--- config.mk ---
export PLATFORM = sky130hd
export DESIGN_NAME = turn_input_conditioner
export DESIGN_NICKNAME = d
export VERILOG_FILES = /design/src/rtl/turn_input_conditioner.sv
export SDC_FILE = /design/constraint.sdc
export NUM_CORES = 1
export LEC_CHECK = 0
export CORE_MARGIN = 2
export CORE_UTILIZATION = 51
export DETAILED_ROUTE_END_ITERATION = 6
export PLACE_DENSITY_LB_ADDON = 0.05
export SYNTH_ARGS = -nofsm -noshare
export SYNTH_HDL_FRONTEND = slang
export SYNTH_SLANG_ARGS = --single-unit
--- constraint.sdc ---
create_clock -name clk -period 1.6 [get_ports clk]
set_input_delay 0.4 -clock clk [delete_from_list [all_inputs] [get_ports clk]]
set_output_delay 0.4 -clock clk [all_outputs]
set_load 0.005 [all_outputs]
--- src/rtl/turn_input_conditioner.sv ---
// turn_input_conditioner
//   Conditions the three raw tail-light switches (hazard, left, right) and
//   produces the step enable for the tail-light sequencer.
//   Each switch is synchronized with two flops and debounced by its own counter.
//   A free-running divider pulses step_tick once every TICK_DIV cycles. Any
//   change on a conditioned output restarts the divider and pulses step_tick
//   on the next cycle, so the sequencer reacts at once.
//
// Parameters
//   DEBOUNCE_CYCLES  consecutive stable cycles before an output follows (1..255)
//   TICK_DIV         step_tick period in clk cycles (2..65535)
//
// Configuration macro
//   TURN_HAZARD_LATCH_EN  when defined, each debounced press of the hazard
//                         switch toggles hazard. When undefined, hazard
//                         follows the debounced switch level.
//
// Ports
//   clk        in   rising-edge clock
//   reset      in   synchronous, active-high reset
//   hazard_in  in   raw hazard switch (asynchronous)
//   left_in    in   raw left-turn switch (asynchronous)
//   right_in   in   raw right-turn switch (asynchronous)
//   hazard     out  registered hazard request
//   left       out  registered debounced left request
//   right      out  registered debounced right request
//   step_tick  out  registered one-cycle sequencer step enable

module turn_input_conditioner #(
  parameter int unsigned DEBOUNCE_CYCLES = 4,
  parameter int unsigned TICK_DIV        = 8
) (
  input  logic clk,
  input  logic reset,
  input  logic hazard_in,
  input  logic left_in,
  input  logic right_in,
  output logic hazard,
  output logic left,
  output logic right,
  output logic step_tick
);

  localparam int unsigned NCH  = 3;
  localparam int unsigned DB_W = $clog2(DEBOUNCE_CYCLES + 1);
  localparam int unsigned TK_W = $clog2(TICK_DIV);
  localparam logic [DB_W-1:0] DB_LAST = DB_W'(DEBOUNCE_CYCLES - 1);
  localparam logic [TK_W-1:0] TK_LAST = TK_W'(TICK_DIV - 1);

  // Channel index: 0 = hazard, 1 = left, 2 = right
  logic [NCH-1:0]  raw;
  logic [NCH-1:0]  s1_q, s2_q;
  logic [NCH-1:0]  db_q, db_d;
  logic [DB_W-1:0] cnt_q [NCH];
  logic [DB_W-1:0] cnt_d [NCH];

  logic            hazard_q, hazard_d;
  logic [TK_W-1:0] tick_q, tick_d;
  logic            step_q, step_d;
  logic            restart;

  assign raw = {right_in, left_in, hazard_in};

  // Per-channel debounce: follow s2 only after it has differed for DEBOUNCE_CYCLES edges
  always_comb begin
    db_d = db_q;
    for (int i = 0; i < NCH; i++) begin
      cnt_d[i] = cnt_q[i];
      if (s2_q[i] == db_q[i]) begin
        cnt_d[i] = '0;
      end else if (cnt_q[i] == DB_LAST) begin
        db_d[i]  = s2_q[i];
        cnt_d[i] = '0;
      end else begin
        cnt_d[i] = cnt_q[i] + DB_W'(1);
      end
    end
  end

  // Hazard request: level follower or press-toggle latch
  always_comb begin
`ifdef TURN_HAZARD_LATCH_EN
    hazard_d = hazard_q ^ (db_d[0] & ~db_q[0]);
`else
    hazard_d = db_d[0];
`endif
  end

  // Divider with restart. A restart right after a pulse reuses that pulse,
  // so step_tick is never high on two consecutive cycles.
  always_comb begin
    restart = (hazard_d != hazard_q) || (db_d[2:1] != db_q[2:1]);
    tick_d  = tick_q + TK_W'(1);
    if (restart || (tick_q == TK_LAST)) begin
      tick_d = '0;
    end
    step_d = (restart || (tick_q == TK_LAST)) && !step_q;
  end

  always_ff @(posedge clk) begin
    if (reset) begin
      s1_q     <= '0;
      s2_q     <= '0;
      db_q     <= '0;
      hazard_q <= 1'b0;
      tick_q   <= '0;
      step_q   <= 1'b0;
      for (int i = 0; i < NCH; i++) begin
        cnt_q[i] <= '0;
      end
    end else begin
      s1_q     <= raw;
      s2_q     <= s1_q;
      db_q     <= db_d;
      hazard_q <= hazard_d;
      tick_q   <= tick_d;
      step_q   <= step_d;
      for (int i = 0; i < NCH; i++) begin
        cnt_q[i] <= cnt_d[i];
      end
    end
  end

  assign hazard    = hazard_q;
  assign left      = db_q[1];
  assign right     = db_q[2];
  assign step_tick = step_q;

endmodule

==> run_results.csv, run 1 <==
group,metric,value,unit
run_status,status,"completed",
yosys,synth.most_common_cell,"dfxtp_1",
place,dpl_cell_area,892,um2
die,start_util,53.1,%
layout,final_nets,100,
pwr,p_comb_share,5.4,%
sta,maxSlewViolCount,0,
sta,fmax,645,MHz
routing,vias,497,
pwr,seqPwrFrac,67.1,%
global_routing,grt_pass1_vias,500,
sta,setup_viol,0,
routing,wl_per_cell,10.3,um
place,io_buffers,8,
critical_path,r2r_setup_slack,0.21,ns
yosys,avgSynthCellArea,10.7,um2
yosys,ys_ff_latch,22,
pwr,net-switching-power,0.173,mW
pwr,total_power,0.849,mW
yosys,ys_seq_area_share,56.4,%
yosys,yosysTopAreaCellShare,56.4,%
critical_path,crit_path_start_kind,"flip-flop",
critical_path,crit_path_max_incr_delay,0.50,ns
yosys,yosys_warnings,0,
sta,worst_pin_slew,0.267,ns
critical_path,arrival,1.15,ns
layout,fin_area,918,um2
sta,fin_tns_setup,0,ns
sta,grt_setup_unrepaired,"no",
yosys,yosysUniqueCellTypes,15,
clock_tree,post_cts_buffers,0,
worst_hold_path,hp-class,"reg2reg",
routing,drc,0,
yosys,synthCells,73,
layout,layoutNonFillerInstCount,101,
critical_path,crit_path_max_fanout,3,
yosys,synth_commonest_cells,"22 x dfxtp_1, 13 x nor2_1, 8 x ha_1",
critical_path,cp-end-kind,"primary output",
clock_tree,ctsResizeCount,0,
routing,ant_nets,0,
sta,relSlewSlack,82.1,%
pwr,switching_share,20.4,%
yosys,synth-edff-count,0,
clock_tree,clk_latency,0.29,ns
clock_tree,cts_tree,"done",
yosys,synthArstFlopShare,0,%
layout,fin_util,62.4,%
pwr,p_clk_share,27.5,%
sta,min_period_over_period,96.9,%
sta,fin_ws,0.0500,ns
die,io_pins,9,
pwr,internal_power,0.676,mW
place,placed_cells,98,
clock_tree,clk_pin_slew,0.10,ns
critical_path,critical_path.top_delay_family,"buffers and inverters",
place,dp_slack,0.154,ns
pwr,ir_drop,0.516,mV
die,die_x,43.1,um
layout,final_layout_size_suffix_gt1_share,11.8,%
routing,wl,1040,um
sta,hold_ws,0.427,ns
pwr,powerDensity,925,nW/um2
global_routing,grt_use_total,14.3,%
critical_path,cp.buffers_inverters,1,
yosys,synth_top_area_cell,"dfxtp_1",
critical_path,crit_slowest_cell,"clkdlybuf4s50_1",
routing,vias_per_cell,4.92,
global_routing,antenna_found_initial,0,
layout,diodes,0,
run,cap_violations,0,
global_routing,grt_max_degree,12,
place,gp_congestion,0.760,
sta,hold_viol_final,0,
die,fp.coreArea,1470,um2
place,hpwl,814,um
critical_path,crit_chain,"clkdlybuf4s50_1",
global_routing,grt_pass1_wl,1990,um
die,placementRows,14,
clock_tree,cts_buffers,3,
clock_tree,cts.sinks,22,
clock_tree,cts_root_buf,"clkbuf_4",
sta,clock-skew-final,0.00174,ns
pwr,p_leak,0.422,nW
die,fp.dieArea,1860,um2
routing,drtPass1Iterations,4,
yosys,synth-main-ff-cell,"dfxtp_1",
yosys,syn_nets,86,
layout,area_growth,17.6,%
clock_tree,clockBufferDepth,2,
yosys,syn_area,781,um2
critical_path,worstSetupPathType,"reg2out",
yosys,netlist_top_cells_area,"dfxtp_1 56%, ha_1 13%, nor2_1 6.3%",
critical_path,required,1.20,ns
global_routing,grt_overflow_total,0,
routing,initialDrtViolationCount,6,
sta,min_period,1.55,ns
clock_tree,htree_levels,1,
die,die_y,43.1,um
clock_tree,cts_hold_buffers,0,
path summary, 6_finish.rpt:
| path | start | to | cells after the start |
|---|---|---|---|
| setup / recovery | db_q[1] | left | 1 |
| hold reg to reg | cnt_q[0][3] | cnt_q[0][3] | 1 |
| setup reg to reg | cnt_q[0][0] | tick_q[2] | 4 |
| hold / removal | cnt_q[0][3] | cnt_q[0][3] | 1 |
routing by layer:
metal | track usage [%] | wire (um) | vias to the layer above
met5 | 0 | 0 | -
met4 | 9.09 | 26 | 0
met3 | 2.55 | 33 | 5
met2 | 22.4 | 469 | 10
met1 | 18.0 | 514 | 219
li1 | - | - | 263
layout by cell type, fill, tap and decap left out, drive strengths merged:
master,n
buf,2
nor2,13
clkdlybuf4s50,8
inv,5
dfxtp,22
nor4,3
clkbuf,3
ha,8
xor2,3
a22o,1
mux2i,3
a21o,1
and3,3
o21a,1
nor2b,6
nand2,3
kinds of logic after synthesis:
logic type / count (synthesis) / synth area share (%)
multiplexers: 3 / 3.85
flip-flops: 22 / 56.4
XOR/XNOR: 3 / 3.37
AND/OR/NAND/NOR: 28 / 17.5
buffers and inverters: 6 / 2.88
AO/OA/AOI/OAI: 3 / 3.21
adder cells (fa/ha/maj): 8 / 12.8
registers in the layout, summed over array words and instances, names as in the netlist:
name	count
cnt_q	9
db_q	3
s1_q	3
s2_q	3
step_tick	1
tick_q	3
cell type report:
cell class / instances / area, um2
fillers: 143 / 553
clock buffers: 3 / 22.5
inverters: 5 / 18.8
well taps: 16 / 20.0
repair buffers: 10 / 95.1
flip-flops and latches: 22 / 444
multi-input cells: 45 / 318
power groups by stage:
stage | registers, mW | logic, mW | clock network, mW
finish | 0.570 | 0.0458 | 0.234
global route | 0.571 | 0.0547 | 0.255
CTS | 0.570 | 0.0476 | 0.244
detailed placement | 0.582 | 0.0473 | 0
global placement | 0.582 | 0.0462 | 0
floorplan | 0.581 | 0.0256 | 0
Note: power is estimated with default switching activity, not from simulation.
==> run 2, diff against run 1 <==
Settings changed: CORE_ASPECT_RATIO set to 0.9, CTS_CLUSTER_DIAMETER set to 200.
==> run 2 against run 1 <==
Effect of this change: non-clock buffer count increased by 1; clock power grew 75%; sequential share of layout area decreased by 2.0 points; combinational power down 7.2%; worst setup slack improved by 0.0053 ns; sequential power is essentially flat; critical path depth is the same; maximum frequency up 0.34%; final area rose by 4.2%; critical path type unchanged; largest cell class unchanged; largest power group unchanged.
==> run_results.csv, run 2 (synthesis gave the netlist of run 1 again) <==
group,metric,value,unit
die,fp.dieArea,1860,um2
critical_path,worstSetupPathType,"reg2out",
critical_path,crit_slowest_cell,"clkdlybuf4s50_1",
pwr,ir_drop,0.934,mV
pwr,p_leak,0.461,nW
clock_tree,htree_levels,1,
run_status,status,"completed",
routing,vias_per_cell,4.89,
place,gp_congestion,0.694,
place,io_buffers,8,
sta,relSlewSlack,78.1,%
global_routing,grt_use_total,13.5,%
sta,clock-skew-final,0.0122,ns
layout,layout_commonest_cell,"dfxtp_1",
critical_path,crit_chain,"clkdlybuf4s50_1",
die,die_y,41.1,um
sta,min_period,1.54,ns
clock_tree,cts.sinks,22,
pwr,total_power,1.02,mW
clock_tree,cts_hold_buffers,0,
place,hpwl,761,um
sta,hold_viol_final,0,
clock_tree,cts_buffers,3,
routing,wl_per_cell,9.87,um
global_routing,antenna_found_initial,0,
die,fp.coreArea,1450,um2
layout,regMostFlops,"cnt_q",
clock_tree,clk_latency,0.30,ns
sta,maxSlewViolCount,0,
layout,fin_util,66.1,%
layout,diodes,0,
critical_path,critical_path.top_delay_family,"buffers and inverters",
worst_hold_path,hp-class,"reg2reg",
clock_tree,clockBufferDepth,2,
critical_path,crit_path_start_kind,"flip-flop",
critical_path,cp-end-kind,"primary output",
layout,largest_register_ffs,9,
layout,fin_area,957,um2
global_routing,grt_overflow_total,0,
run,cap_violations,0,
die,placementRows,13,
sta,fin_tns_setup,0,ns
critical_path,crit_path_max_fanout,2,
die,io_pins,9,
clock_tree,cts_root_buf,"clkbuf_4",
routing,ant_nets,0,
clock_tree,clk_pin_slew,0.12,ns
critical_path,cp.buffers_inverters,1,
die,start_util,53.9,%
sta,worst_pin_slew,0.327,ns
routing,drtPass1Iterations,5,
clock_tree,cts_tree,"done",
layout,final_cell_mix,"19 x dfxtp_1, 13 x nor2_1, 8 x ha_1",
sta,fmax,647,MHz
layout,area_growth,22.6,%
global_routing,grt_pass1_wl,1680,um
place,dpl_cell_area,883,um2
routing,vias,499,
place,dp_slack,0.118,ns
die,die_x,45.2,um
global_routing,grt_pass1_vias,429,
routing,drc,0,
routing,initialDrtViolationCount,2,
layout,final_layout_size_suffix_gt1_share,13.8,%
sta,grt_setup_unrepaired,"no",
sta,fin_ws,0.0553,ns
global_routing,grt_max_degree,14,
routing,wl,1010,um
sta,min_period_over_period,96.5,%
critical_path,arrival,1.14,ns
critical_path,crit_path_max_incr_delay,0.49,ns
sta,setup_viol,0,
layout,final_nets,101,
pwr,powerDensity,1070,nW/um2
critical_path,required,1.20,ns
## run 2: power breakdown
group	internal, mW	switching, mW	total [mW]	leakage, nW
Sequential	0.564	0.00612	0.570	0.181
Clock	0.253	0.156	0.409	0.0279
Combinational	0.0235	0.0190	0.0425	0.252
Total	0.840	0.181	1.02	0.461
## run 2: final timing paths
| check | depth (start not counted) | start | end | slack [ns] |
|---|---|---|---|---|
| hold / removal | 1 | cnt_q[0][6] | cnt_q[0][6] | 0.43 |
| setup reg to reg | 4 | cnt_q[0][0] | tick_q[2] | 0.27 |
| hold reg to reg | 1 | cnt_q[0][6] | cnt_q[0][6] | 0.43 |
| setup / recovery | 1 | db_q[0] | hazard | 0.06 |
## run 2: through the flow
step / hold slack, ns / instances
finish: 0.428 / 102
global route: 0.452 / 102
CTS: 0.431 / 100
detailed placement: 0.416 / 96
global placement: 0.407 / 96
floorplan: 0.397 / 73
## run 2: area by class of cell
class,count,area [um2]
Clock buffer,3,22.5
Clock inverter,1,30.0
Fill cell,137,490
Inverter,5,18.8
Multi-Input combinational cell,45,318
Sequential cell,22,444
Tap cell,15,18.8
Timing Repair Buffer,11,105
## run 2: what timing repair did
action                                  in CTS  in global routing
hold endpoints to repair                     0                  0
endpoints found under the setup margin       3                  3
resized for setup                            3                  1
setup buffers                                0                  2
## run 2: metal layers
metal  global-route usage, %  vias up  wire length, um
li1                        -      266                -
met1                    14.7      222              483
met2                    22.5        9              466
met3                    6.61        2               43
met4                    6.62        0               13
met5                       0        -                0
## run 2: worst reg2reg max path, cell delays in order (launching register included)
cell,delay [ns]
dfxtp_1,0.34
ha_1,0.19
ha_1,0.22
a22o_2,0.27
nor4_1,0.21
